`src/rtl/uart_rx_os16.sv`:
```
// uart_rx_os16: 16x-oversampled UART byte receiver with false-start rejection, 3-sample
// majority voting and framing checks. Define UART_RX_PARITY_EN for 8E1 frames with parity_err.
module uart_rx_os16 #(
    parameter int CLK_FREQ = 50_000_000,
    parameter int BAUD     = 9600,
    parameter int DIV      = CLK_FREQ / (BAUD * 16)
) (
    input  logic       sys_clk,
    input  logic       sys_rst_n,
    input  logic       rx,
    output logic [7:0] po_data,
    output logic       po_flag,
    output logic       frame_err,
    output logic       parity_err,
    output logic       busy
);
    localparam int DW = $clog2(DIV);

    typedef enum logic [2:0] {
        IDLE,
        START,
        DATA,
`ifdef UART_RX_PARITY_EN
        PARITY,
`endif
        STOP,
        BREAK
    } state_t;

    state_t        state;
    logic          rx_s1, rx_s2, rx_s3;
    logic [1:0]    fill;
    logic          armed;
    logic [DW-1:0] div_cnt;
    logic [3:0]    s_cnt;
    logic [2:0]    bit_idx;
    logic [7:0]    shreg;
    logic          v7, v8;
    logic          tick, decide, maj, fall;

    assign tick   = (div_cnt == DW'(DIV - 1));
    assign decide = tick && (s_cnt == 4'd9);
    assign maj    = (v7 & v8) | (v7 & rx_s2) | (v8 & rx_s2);
    assign fall   = armed & rx_s3 & ~rx_s2;

    // NOTE: synchroniser flops reset to 1 so reset release never looks like a falling edge.
    always_ff @(posedge sys_clk or negedge sys_rst_n) begin
        if (!sys_rst_n) begin
            rx_s1 <= 1'b1;
            rx_s2 <= 1'b1;
            rx_s3 <= 1'b1;
        end else begin
            rx_s1 <= rx;
            rx_s2 <= rx_s1;
            rx_s3 <= rx_s2;
        end
    end

    // Edges count only once the synchroniser holds real line data and that line was seen high,
    // so a line already low at reset release is not taken as a start bit.
    always_ff @(posedge sys_clk or negedge sys_rst_n) begin
        if (!sys_rst_n) begin
            fill  <= 2'b00;
            armed <= 1'b0;
        end else begin
            fill <= {fill[0], 1'b1};
            if (fill[1] && rx_s2)
                armed <= 1'b1;
        end
    end

`ifdef UART_RX_PARITY_EN
    logic par_bad;
`endif

    // NOTE: non-blocking assignments make every register update from pre-edge values, so a
    // later assignment in this block simply overrides an earlier default for the same cycle.
    always_ff @(posedge sys_clk or negedge sys_rst_n) begin
        if (!sys_rst_n) begin
            state     <= IDLE;
            div_cnt   <= '0;
            s_cnt     <= '0;
            bit_idx   <= '0;
            shreg     <= '0;
            v7        <= 1'b0;
            v8        <= 1'b0;
            po_data   <= '0;
            po_flag   <= 1'b0;
            frame_err <= 1'b0;
            busy      <= 1'b0;
`ifdef UART_RX_PARITY_EN
            par_bad    <= 1'b0;
            parity_err <= 1'b0;
`endif
        end else begin
            po_flag   <= 1'b0;
            frame_err <= 1'b0;
`ifdef UART_RX_PARITY_EN
            parity_err <= 1'b0;
`endif
            div_cnt <= tick ? '0 : div_cnt + DW'(1);
            if (tick) begin
                s_cnt <= s_cnt + 4'd1;
                if (s_cnt == 4'd7) v7 <= rx_s2;
                if (s_cnt == 4'd8) v8 <= rx_s2;
            end

            case (state)
                IDLE: begin
                    if (fall) begin
                        state   <= START;
                        busy    <= 1'b1;
                        div_cnt <= '0;
                        s_cnt   <= '0;
                        bit_idx <= '0;
                    end
                end
                START: begin
                    if (decide) begin
                        if (maj) begin
                            state <= IDLE;
                            busy  <= 1'b0;
                        end else begin
                            state <= DATA;
                        end
                    end
                end
                DATA: begin
                    if (decide) begin
                        shreg   <= {maj, shreg[7:1]};
                        bit_idx <= bit_idx + 3'd1;
                        if (bit_idx == 3'd7)
`ifdef UART_RX_PARITY_EN
                            state <= PARITY;
`else
                            state <= STOP;
`endif
                    end
                end
`ifdef UART_RX_PARITY_EN
                PARITY: begin
                    if (decide) begin
                        par_bad <= maj ^ (^shreg);
                        state   <= STOP;
                    end
                end
`endif
                STOP: begin
                    // Leave at the count-9 decision so a back-to-back start edge is not missed.
                    if (decide) begin
                        if (!maj) begin
                            frame_err <= 1'b1;
                            state     <= BREAK;
                            s_cnt     <= '0;
                        end else begin
                            state <= IDLE;
                            busy  <= 1'b0;
`ifdef UART_RX_PARITY_EN
                            if (par_bad) begin
                                parity_err <= 1'b1;
                            end else begin
                                po_data <= shreg;
                                po_flag <= 1'b1;
                            end
`else
                            po_data <= shreg;
                            po_flag <= 1'b1;
`endif
                        end
                    end
                end
                BREAK: begin
                    // s_cnt counts consecutive high ticks here.
                    if (tick) begin
                        if (!rx_s2) begin
                            s_cnt <= '0;
                        end else if (s_cnt == 4'd15) begin
                            state <= IDLE;
                            busy  <= 1'b0;
                        end
                    end
                end
                default: begin
                    state <= IDLE;
                    busy  <= 1'b0;
                end
            endcase
        end
    end

`ifndef UART_RX_PARITY_EN
    assign parity_err = 1'b0;
`endif

endmodule

```
`config.mk`:
```
export PLATFORM = sky130hd
export DESIGN_NAME = uart_rx_os16
export DESIGN_NICKNAME = d
export VERILOG_FILES = /design/src/rtl/uart_rx_os16.sv
export SDC_FILE = /design/constraint.sdc
export NUM_CORES = 1
export LEC_CHECK = 0
export ABC_AREA = 1
export CAP_MARGIN = 5
export CORE_MARGIN = 5
export CORE_UTILIZATION = 60
export DETAILED_ROUTE_END_ITERATION = 7
export PLACE_DENSITY = 0.77
export RECOVER_POWER = 25
export SYNTH_ARGS = -nofsm -noshare
export SYNTH_HDL_FRONTEND = slang
export SYNTH_SLANG_ARGS = --single-unit
```
`constraint.sdc`:
```
create_clock -name sys_clk -period 3.6 [get_ports sys_clk]
set_input_delay 0.54 -clock sys_clk [delete_from_list [all_inputs] [get_ports sys_clk]]
set_output_delay 0.54 -clock sys_clk [all_outputs]
set_load 0.1 [all_outputs]
```
Word-level counts from Yosys, hierarchy flattened
Index checks and enable logic that the tools add are counted.
{ "op_classes": {"add_sub_neg": 3, "eq_ne": 20, "n_mux": 37, "n_bitwise": 9, "reduce_logical": 12} }
{ "ops": {"columns": ["operator", "n"], "rows": [
  ["$mux 3", 11],
  ["$mux 9", 3],
  ["$mux 4", 6],
  ["$ne 2x2->1 const B", 8],
  ["$pmux 3 s5", 1],
  ["$eq 4x4->1 const B", 3],
  ["$mux 1", 12],
  ["$pmux 4 s3", 1],
  ["$add 9x1->9 const B", 1],
  ["$eq 9x9->1 const B", 1],
  ["$reduce_and 8->1", 1],
  ["$reduce_and 7->1", 1],
  ["$eq 3x2->1 const B", 2],
  ["$eq 3x3->1 const B", 2],
  ["$pmux 3 s2", 1],
  ["$reduce_and 2->1", 3],
  ["$reduce_and 3->1", 2],
  ["$and 1x1->1", 5],
  ["$add 4x1->4 const B", 1],
  ["$eq 4x3->1 const B", 1],
  ["$ne 2x1->1 const B", 2],
  ["$pmux 1 s4", 1],
  ["$add 3x1->3 const B", 1],
  ["$eq 3x1->1 const B", 1],
  ["7 further kinds", 10]
]} }
{ "word_totals": {"register_bits": 46, "in_bits": 3, "out_inout_bits": 12} }

Logic depth before layout (Yosys ltp)
Gate-level depths: netlist (run 1).
{ "logic_depth": {"depth_word": 6, "ltp_mapped": 11} }

Worst setup path after synthesis (run 1)
OpenSTA, ideal clock, no wires.
{ "synth_path": {"path_type": "flip-flop to flip-flop", "startpoint": "reg s_cnt[1]", "endpoint": "reg po_data[5]", "arrival_time_ps": 1416, "required_time_ps": 3479, "setup_slack_ps": 2063, "stages_incl_launch_ff": 11, "path_buffers": 1, "cell_sequence": "dfrtp_1 inv_1 ha_1 inv_1 nor2_1 nand3_4 nor2_4 nand2_4 buf_6 nand2_2 o21ai_2"} }
{ "synth_via": {"elab_chain_len": 3} }
{ "synth_rtl": {"columns": ["element", "line", "source"], "rows": [
  ["from (decl)", "35", "logic [3:0] s_cnt;"],
  ["from (signal assigned)", "103", "s_cnt <= s_cnt + 4'd1;"],
  ["$eq 4x4->1", "42", "assign decide = tick && (s_cnt == 4'd9);"],
  ["$logic_and 1x1->1", "42", null],
  ["$reduce_and 3->1 (no line)", null, null],
  ["to (signal assigned)", "166", "po_data <= shreg;"],
  ["to (decl)", "11", "output logic [7:0] po_data,"]
]} }
No other way between the ends.
A chain may end at the register's enable or synchronous reset.

==> results of run 1 <==
-- report_power, final --
| part | switching (uW) | internal, uW |
|---|---|---|
| Combinational | 278 | 131 |
| Sequential | 55.6 | 580 |
| Clock | 171 | 204 |
| Total | 504 | 915 |
-- area by class of cell --
type | instances | area (um^2)
Tap cell | 48 | 60.1
Timing Repair Buffer | 13 | 124
Multi-Input combinational cell | 168 | 878
Fill cell | 296 | 1150
Clock buffer | 5 | 68.8
Sequential cell | 46 | 1150
Inverter | 34 | 128
Clock inverter | 3 | 40.0
-- cell usage after synthesis --
| cell | n |
|---|---|
| nand2_1 | 72 |
| dfrtp_1 | 43 |
| inv_1 | 24 |
| nor2_1 | 21 |
| nand3_1 | 13 |
| o21ai_0 | 9 |
| a21oi_1 | 8 |
| inv_2 | 8 |
| ha_1 | 7 |
| o21ai_1 | 7 |
| o21ai_2 | 7 |
| nor2_2 | 5 |
| dfstp_2 | 3 |
| nand2_2 | 3 |
| buf_4 | 2 |
| clkinv_1 | 2 |
| conb_1 | 2 |
| nand4_1 | 2 |
| nor2_4 | 2 |
| a21boi_1 | 1 |
| a21o_1 | 1 |
| a21oi_2 | 1 |
| buf_6 | 1 |
| nand2_4 | 1 |
| nand3_4 | 1 |
| nand3b_1 | 1 |
| nor2_8 | 1 |
| nor3_1 | 1 |
| xnor2_1 | 1 |
| xor2_1 | 1 |
-- metrics by stage --
stage	instance area, um^2	hold slack [ps]	util [%]
global placement	2350	332	65.1
CTS	2450	356	68.1
detailed placement	2350	337	65.1
finish	2450	352	68.0
floorplan	2190	244	-
global route	2450	365	68.0
-- registers in the layout (all words and copies together), names as in the netlist --
register and count:
frame_err 1, rx_s1 1, v8 1, busy 1
po_flag 1, armed 1, bit_idx 3, fill 2
v7 1, state 3, po_data 8, rx_s2 1
shreg 8, rx_s3 1, s_cnt 4, div_cnt 9
-- logic make-up after synthesis --
kind of cell	count (synthesis)	synth area share, %
xor+xnor	2	0.801
simple gates	123	25.6
other cells	2	0.343
flops	46	52.8
buf+inv	37	7.04
compound gates	34	9.38
fa+ha+maj	7	4.00
-- metal layers --
metal	track usage, %	wire length [um]	up-vias
met3	5.18	128	8
met5	0	0	-
met2	28.2	1810	28
met4	5.53	61	0
li1	-	-	817
met1	21.8	1770	745
-- worst paths after layout --
check / startpoint / end / slack, ps
hold / removal: fill[0]$_DFF_PN0_ / fill[1]$_DFF_PN0_ / 350
setup reg to reg: s_cnt[1]$_DFF_PN0_ / s_cnt[2]$_DFF_PN0_ / 1900
hold reg to reg: fill[0]$_DFF_PN0_ / fill[1]$_DFF_PN0_ / 350
setup / recovery: sys_rst_n / div_cnt[5]$_DFF_PN0_ / 1250
min in group asynchronous: sys_rst_n / s_cnt[3]$_DFF_PN0_ / 960
max in group sys_clk: po_data[2]$_DFFE_PN0P_ / po_data[2] / 1270
==> results.txt, run 1 <==
n_diodes = 0
Synth Net Count = 261
area of the core = 0.00361 mm^2
antenna viol nets, final = 0
period utilization = 65.4%
slowest stage delay, CP = 1680 ps
violated checks = max-capacitance violations, max-slew violations
clock slew at reported path FFs = 80 ps
DRT iter0 DRCs = 101
hold buffer count at CTS = 0
Worst setup EP type = asynchronous set/reset pin
Ports = 15
CP Class = in -> async
total chip power = 1420 uW
Post-Syn Area = 0.00219 mm^2
Seq/Total Area, Yosys = 52.8%
unrepaired setup endpoints after global routing = false
leakage = 0.00122 uW
final setup vio count = 0
drt total wl = 3770 um
die area = 0.00495 mm^2
Bufs on Longest Clock Path = 2
WP depth = 1
Seq cells post-synth = 46
Port Buffers = 13
routability cong. = 0.809
status = finished with violations
setup ws final = 1250 ps
CTS root buffer = clkbuf_8
Slowest-stage cell, CP = clkbuf_1
synth warn = 0
ratio of cells with drive above 1 in the final layout = 14.5%
Worst R2R Path Depth = 7
Clock Latency Late Sink = 300 ps
f_max = 0.425 GHz
Non-Filler Instances = 317
cell count of the worst hold path = 0
gr ovfl total = 0
Cell Chain, Critical Path = clkbuf_1
crit path DAT = 2250 ps
synth top area cells = dfrtp_1 (49%), nand2_1 (12%), inv_1 (4.1%)
antenna violations before repair = 0
Detailed Place HPWL = 2690 um
first-pass GRT wire length = 6920 um
most common cell after layout, fill and taps aside = nand2_1
largest net degree at the start of global routing = 47
routed vias/inst = 5.04
Setup Buffers After CTS = 0
TritonCTS Buffers = 5
CP max FO = 46
Cells after Synth = 251
Final Skew = 9.96 ps
Synth top area share = 49.2%
drt pass-1 iters = 4
Period minus WS final = 2350 ps
Worst Tran Pin Value = 2410 ps
std cell rows = 22
slew margin rel. = -61.0%
Hold Crit Class = reg -> reg
Crit path required time = 3500 ps
CTS tree = yes
synth unique cells = 30
Buf/Inv on CP = 1
TNS Setup = 0 ps
pre-CTS WS = 1590 ps
Cells after DPL = 309
startpoint types = primary input
clk sinks = 46
Synth area leader = dfrtp_1
H-Tree Depth = 2
GRT Total Usage = 17.2%
post-cts gate resize count = 0
Routed WL per cell = 11.9 um
maximum VDD drop = 0.387 mV
die span in x = 70.4 um
DRC violations left = 0
Max-Cap Viols = 1
Layout area overhead = 12.2%
Post-layout nets = 278
Synth Area per Inst = 8.71 um^2
initial core utilization = 60.7%
fin. max-slew vios = 47
via count of the first global-routing pass = 1603
total number of vias = 1598
most frequent cells in the layout = nand2_1 (72), dfrtp_1 (43), inv_1 (24)
pwr dens = 578 mW/mm^2
Hold Vio Cnt, Final = 0
chip height = 70.4 um
CP top delay family = buffers and inverters
Note: power is estimated with default switching activity, not from simulation.
==> run 2, diff against run 1 <==
--- a/config.mk
+++ b/config.mk
@@ -8,9 +8,9 @@
 export ABC_AREA = 1
 export CAP_MARGIN = 5
 export CORE_MARGIN = 5
-export CORE_UTILIZATION = 60
+export CORE_UTILIZATION = 52
 export DETAILED_ROUTE_END_ITERATION = 7
-export PLACE_DENSITY = 0.77
+export PLACE_DENSITY = 0.71
 export RECOVER_POWER = 25
 export SYNTH_ARGS = -nofsm -noshare
 export SYNTH_HDL_FRONTEND = slang
==> constraint.sdc (replaced) <==
create_clock -name sys_clk -period 2.16 [get_ports sys_clk]
set_input_delay 0.324 -clock sys_clk [delete_from_list [all_inputs] [get_ports sys_clk]]
set_output_delay 0.324 -clock sys_clk [all_outputs]
set_load 0.1 [all_outputs]
==> results.txt, run 2 (synthesis gave the netlist of run 1 again) <==
drt pass-1 iters = 4 (unchanged)
Crit Reg-Reg Endpoint = bit_idx[0]$_DFFE_PN0P_ (was s_cnt[2]$_DFF_PN0_)
slew margin rel. = 48.0% (was -61.0%)
total number of vias = 1566 (was 1598)
crit path launch = s_cnt[1]$_DFF_PN0_ (was sys_rst_n)
DRT iter0 DRCs = 103 (was 101)
Setup Buffers After CTS = 0 (unchanged)
n_diodes = 0 (unchanged)
CP max FO = 18 (was 46)
Hold EP = fill[1]$_DFF_PN0_ (unchanged)
die area = 0.00560 mm^2 (was 0.00495 mm^2)
largest register by flop count = div_cnt (unchanged)
TNS Setup = 0 ps (unchanged)
Hold Crit Class = reg -> reg (unchanged)
most common cell after layout, fill and taps aside = nand2_1 (unchanged)
CP top delay family = simple AND/OR/NAND/NOR gates (was buffers and inverters)
pwr dens = 966 mW/mm^2 (was 578 mW/mm^2)
CTS tree = yes (unchanged)
gr ovfl total = 0 (unchanged)
Worst Hold Launch = fill[0]$_DFF_PN0_ (unchanged)
fin. max-slew vios = 0 (was 47)
Worst R2R Path Depth = 9 (was 7)
Max-Cap Viols = 0 (was 1)
cell count of the worst hold path = 0 (unchanged)
drt total wl = 3780 um (was 3770 um)
routed vias/inst = 4.86 (was 5.04)
Post-layout nets = 281 (was 278)
clk sinks = 46 (unchanged)
via count of the first global-routing pass = 1601 (was 1603)
largest net degree at the start of global routing = 30 (was 47)
Layout area overhead = 12.1% (was 12.2%)
Period minus WS final = 1660 ps
chip height = 74.9 um (was 70.4 um)
maximum VDD drop = 0.570 mV (was 0.387 mV)
routability cong. = 0.821 (was 0.809)
Slowest-stage cell, CP = dfrtp_1 (was clkbuf_1)
CP Class = reg -> reg (was in -> async)
clock slew at reported path FFs = 90 ps (was 80 ps)
Clock Latency Late Sink = 300 ps (about the same)
Crit path required time = 2350 ps (was 3500 ps)
Non-Filler Instances = 322 (was 317)
slowest stage delay, CP = 420 ps (was 1680 ps)
Regs by FF count = div_cnt x9, po_data x8, shreg x8 (unchanged)
Ports = 15 (unchanged)
DRC violations left = 0 (unchanged)
TritonCTS Buffers = 5 (unchanged)
crit path DAT = 1850 ps (was 2250 ps)
startpoint types = flip-flop (was primary input)
Util after Layout = 60.8% (was 68.0%)
most frequent cells in the layout = nand2_1 (72), dfrtp_1 (43), inv_1 (24) (unchanged)
Cells after DPL = 313 (was 309)
startpoint of the worst register-to-register path = s_cnt[1]$_DFF_PN0_ (unchanged)
Port Buffers = 13 (unchanged)
Final Hold Slack = 354 ps (was 352 ps)
period utilization = 76.8%
grt peak-use layer = met2 (unchanged)
met3 Usage GRT = 4.01% (was 5.18%)
CTS root buffer = clkbuf_8 (unchanged)
antenna viol nets, final = 0 (unchanged)
final setup vio count = 0 (unchanged)
total chip power = 2370 uW (was 1420 uW)
antenna violations before repair = 0 (unchanged)
Largest register FFs = 9 (unchanged)
area of the core = 0.00403 mm^2 (was 0.00361 mm^2)
Hold Vio Cnt, Final = 0 (unchanged)
Worst setup EP type = flip-flop (was asynchronous set/reset pin)
Detailed Place HPWL = 2880 um (was 2690 um)
Final Skew = 10.8 ps (was 9.96 ps)
Routed WL per cell = 11.7 um (was 11.9 um)
Buf/Inv on CP = 2 (was 1)
ratio of cells with drive above 1 in the final layout = 18.8% (was 14.5%)
GRT Total Usage = 16.2% (was 17.2%)
Bufs on Longest Clock Path = 2 (unchanged)
FF-to-FF setup slack = 500 ps (was 1900 ps)
grt met1 use = 22.0% (was 21.8%)
H-Tree Depth = 2 (unchanged)
met2 global-route usage = 25.3% (was 28.2%)
status = complete, no violations (was finished with violations)
Worst Tran Pin Value = 780 ps (was 2410 ps)
Cell Chain, Critical Path = inv_1 > ha_1 > inv_1 > nor2_1 > nand3_4 > nor2_8 > nor2_1 > nand2_1 > o21ai_1 (was clkbuf_1)
first-pass GRT wire length = 6930 um (was 6920 um)
f_max = 0.603 GHz
leakage = 0.00125 uW (was 0.00122 uW)
die span in x = 74.9 um (was 70.4 um)
std cell rows = 23 (was 22)
initial core utilization = 54.3% (was 60.7%)
unrepaired setup endpoints after global routing = false (unchanged)
## run 2: worst max-delay path by stage
stage | to | slack, ps | depth (start not counted)
2_1_floorplan | po_data[5]$_DFFE_PN0P_ | 620 | 10
3_3_place_gp | bit_idx[0]$_DFFE_PN0P_ | 570 | 9
3_5_place_dp | bit_idx[0]$_DFFE_PN0P_ | 510 | 9
4_1_cts | bit_idx[0]$_DFFE_PN0P_ | 500 | 9
5_1_grt | bit_idx[0]$_DFFE_PN0P_ | 320 | 9
6_report | bit_idx[0]$_DFFE_PN0P_ | 500 | 9
## run 2: final cells by class
type,count,area [um^2]
inverters,34,128
clock buffers,5,68.8
repair buffers,16,115
well taps,50,62.6
fillers,348,1580
clock inverters,3,43.8
flip-flops and latches,46,1150
multi-input cells,168,878
## run 2: routing by layer
| layer | vias to the layer above | share of wire, % | routed length (um) |
|---|---|---|---|
| li1 | 815 | - | - |
| met1 | 726 | 50 | 1900 |
| met2 | 19 | 45 | 1710 |
| met3 | 6 | 2.9 | 110 |
| met4 | 0 | 1.5 | 55 |
| met5 | - | 0 | 0 |
## run 2: report_power, final
part | internal, uW | switching [uW] | leakage, uW
combinational | 216 | 453 | 0.000585
sequential | 967 | 98.5 | 0.000605
clock | 347 | 288 | 0.0000585
total | 1530 | 840 | 0.00125
## run 2: worst reg2reg max path, delay by kind of cell (launching register included)
kind,cells,cell delay (ps)
simple gates,5,790
flops,1,420
compound gates,1,50
fa+ha+maj,1,150
buf+inv,2,150
## run 2: through the flow
step                worst slack [ps]  instance area [um^2]
floorplan                        623                  2190
global placement                 572                  2340
detailed placement               510                  2340
CTS                              502                  2460
global route                     315                  2450
finish                           501                  2450
## run 2: repair_timing
| item | CTS | global route |
|---|---|---|
| hold buffers | 1 | 0 |
| gates resized for setup | 0 | 0 |
| hold endpoints to repair | 3 | 0 |
==> run 3, diff against run 2 <==
--- a/config.mk
+++ b/config.mk
@@ -8,9 +8,9 @@
 export ABC_AREA = 1
 export CAP_MARGIN = 5
 export CORE_MARGIN = 5
-export CORE_UTILIZATION = 52
+export CORE_UTILIZATION = 58
 export DETAILED_ROUTE_END_ITERATION = 7
-export PLACE_DENSITY = 0.71
+export PLACE_DENSITY = 0.75
 export RECOVER_POWER = 25
 export SYNTH_ARGS = -nofsm -noshare
 export SYNTH_HDL_FRONTEND = slang
==> constraint.sdc (replaced) <==
create_clock -name sys_clk -period 1.62 [get_ports sys_clk]
set_input_delay 0.243 -clock sys_clk [delete_from_list [all_inputs] [get_ports sys_clk]]
set_output_delay 0.243 -clock sys_clk [all_outputs]
set_load 0.1 [all_outputs]
==> results.txt, run 3 (synthesis gave the netlist of run 1 again) <==
status = complete, no violations (unchanged)
final setup vio count = 0 (unchanged)
n_diodes = 0 (unchanged)
Max-Cap Viols = 0 (unchanged)
Sw Share = 37.8% (was 35.5%)
most common cell after layout, fill and taps aside = nand2_1 (unchanged)
most frequent cells in the layout = nand2_1 (69), dfrtp_1 (43), inv_1 (23) (was nand2_1 (72), dfrtp_1 (43), inv_1 (24))
startpoint of the worst register-to-register path = div_cnt[1]$_DFF_PN0_ (was s_cnt[1]$_DFF_PN0_)
Hold Vio Cnt, Final = 0 (unchanged)
Bufs on Longest Clock Path = 2 (unchanged)
CP top delay family = simple AND/OR/NAND/NOR gates (unchanged)
Flop pwr share = 43.3% (was 45.0%)
CP Class = reg -> reg (unchanged)
Layout area overhead = 25.2% (was 12.1%)
Cell Chain, Critical Path = inv_1 > ha_2 > nand2_2 > nor2_4 > nand3_4 > nor2_4 > nand2_4 > nand2_2 > o21ai_2 (was inv_1 > ha_1 > inv_1 > nor2_1 > nand3_4 > nor2_8 > nor2_1 > nand2_1 > o21ai_1)
crit path DAT = 1810 ps (was 1850 ps)
clock power share = 22.4% (was 26.8%)
Detailed Place HPWL = 2960 um (was 2880 um)
leakage = 0.00135 uW (was 0.00125 uW)
final instance area = 0.00274 mm^2 (was 0.00245 mm^2)
Clock Latency Late Sink = 300 ps (about the same)
Port Buffers = 13 (unchanged)
GRT Total Usage = 18.0% (was 16.2%)
ratio of cells with drive above 1 in the final layout = 26.4% (was 18.8%)
total number of vias = 1690 (was 1566)
Buf/Inv on CP = 1 (was 2)
antenna violations before repair = 0 (unchanged)
Final Skew = 9.41 ps (was 10.8 ps)
Slowest-stage cell, CP = dfrtp_1 (unchanged)
pre-CTS WS = -19.9 ps (was 510 ps)
die area = 0.00510 mm^2 (was 0.00560 mm^2)
slew margin rel. = 39.2% (was 48.0%)
pwr dens = 1190 mW/mm^2 (was 966 mW/mm^2)
clock slew at reported path FFs = 90 ps (about the same)
f_max = 0.622 GHz (was 0.603 GHz)
Period minus WS final = 1610 ps (was 1660 ps)
Regs by FF count = div_cnt x9, po_data x8, shreg x8 (unchanged)
Largest register FFs = 9 (unchanged)
CP max FO = 8 (was 18)
Post-DP Area = 0.00255 mm^2 (was 0.00234 mm^2)
slowest stage delay, CP = 380 ps (was 420 ps)
Worst Tran Pin Value = 912 ps (was 780 ps)
die span in x = 71.4 um (was 74.9 um)
chip height = 71.4 um (was 74.9 um)
clk sinks = 46 (unchanged)
drt pass-1 iters = 4 (unchanged)
total chip power = 3250 uW (was 2370 uW)
switching power of the nets = 1230 uW (was 840 uW)
area of the core = 0.00366 mm^2 (was 0.00403 mm^2)
routed vias/inst = 5.03 (was 4.86)
maximum VDD drop = 0.838 mV (was 0.570 mV)
Worst Hold Launch = rx_s1$_DFF_PN1_ (was fill[0]$_DFF_PN0_)
fin. max-slew vios = 0 (unchanged)
via count of the first global-routing pass = 1611 (was 1601)
startpoint types = flip-flop (unchanged)
std cell rows = 22 (was 23)
Hold Crit Class = reg -> reg (unchanged)
first-pass GRT wire length = 7300 um (was 6930 um)
Post-layout nets = 297 (was 281)
Int Pwr = 2020 uW (was 1530 uW)
gr ovfl total = 0 (unchanged)
CTS root buffer = clkbuf_8 (unchanged)
setup ws final = 12.4 ps (was 501 ps)
TritonCTS Buffers = 5 (unchanged)
largest register by flop count = div_cnt (unchanged)
antenna viol nets, final = 0 (unchanged)
initial core utilization = 59.7% (was 54.3%)
Routed WL per cell = 12.4 um (was 11.7 um)
crit path launch = div_cnt[1]$_DFF_PN0_ (was s_cnt[1]$_DFF_PN0_)
CTS tree = yes (unchanged)
unrepaired setup endpoints after global routing = true (was false)
DRC violations left = 0 (unchanged)
routability cong. = 0.890 (was 0.821)
DRT iter0 DRCs = 131 (was 103)
largest net degree at the start of global routing = 31 (was 30)
drt total wl = 4170 um (was 3780 um)
H-Tree Depth = 2 (unchanged)
period utilization = 99.2% (was 76.8%)
Worst setup EP type = flip-flop (unchanged)
combinational power share = 34.3% (was 28.2%)
Ports = 15 (unchanged)
Crit path required time = 1820 ps (was 2350 ps)
-- run 3: power groups by stage --
stage	registers (uW)	clock network (uW)	logic [uW]
after floorplan	1490	0	644
after CTS	1410	743	1040
after detailed placement	1430	0	1020
final	1400	729	1110
after global placement	1430	0	1010
after global routing	1430	810	1260
-- run 3: path summary, 6_finish.rpt --
| kind | end | slack, ps | cells after the start |
|---|---|---|---|
| worst min-delay path | rx_s2$_DFF_PN1_ | 350 | 0 |
| worst min register to register | rx_s2$_DFF_PN1_ | 350 | 0 |
| min in group asynchronous | div_cnt[3]$_DFF_PN0_ | 570 | 2 |
| worst max-delay path | po_data[6]$_DFFE_PN0P_ | 10 | 9 |
| worst max register to register | po_data[6]$_DFFE_PN0P_ | 10 | 9 |
| max in group asynchronous | rx_s1$_DFF_PN1_ | 220 | 3 |
-- run 3: cell type report --
class | instances | area, um^2
Clock buffer | 5 | 68.8
Clock inverter | 3 | 25.0
Fill cell | 256 | 922
Inverter | 34 | 128
Multi-Input combinational cell | 169 | 918
Sequential cell | 46 | 1150
Tap cell | 48 | 60.1
Timing Repair Buffer | 31 | 384
-- run 3: layer usage --
layer  track usage, %  vias to the layer above  share of wire, %
li1                 -                      854                 -
met1             24.0                      815                47
met2             29.3                       16                49
met3             4.91                        5               2.9
met4             4.38                        0               1.1
met5                0                        -                 0
-- run 3: through the flow --
stage,hold slack (ps),std cells,util [%],setup TNS (ps)
final,350,336,74.8,0
after global routing,357,336,74.8,-468
after CTS,338,333,74.0,0
after detailed placement,196,320,69.7,-28.0
after global placement,197,320,69.7,0
after floorplan,-52.6,251,-,0
-- run 3: repair_timing --
action,4_1_cts,5_1_grt
cloned,0,1
endpoints found under the setup margin,5,28
hold buffers,1,0
resized for setup,2,8
endpoints found under the hold margin,16,0
pin swaps,3,10
setup buffers,4,2
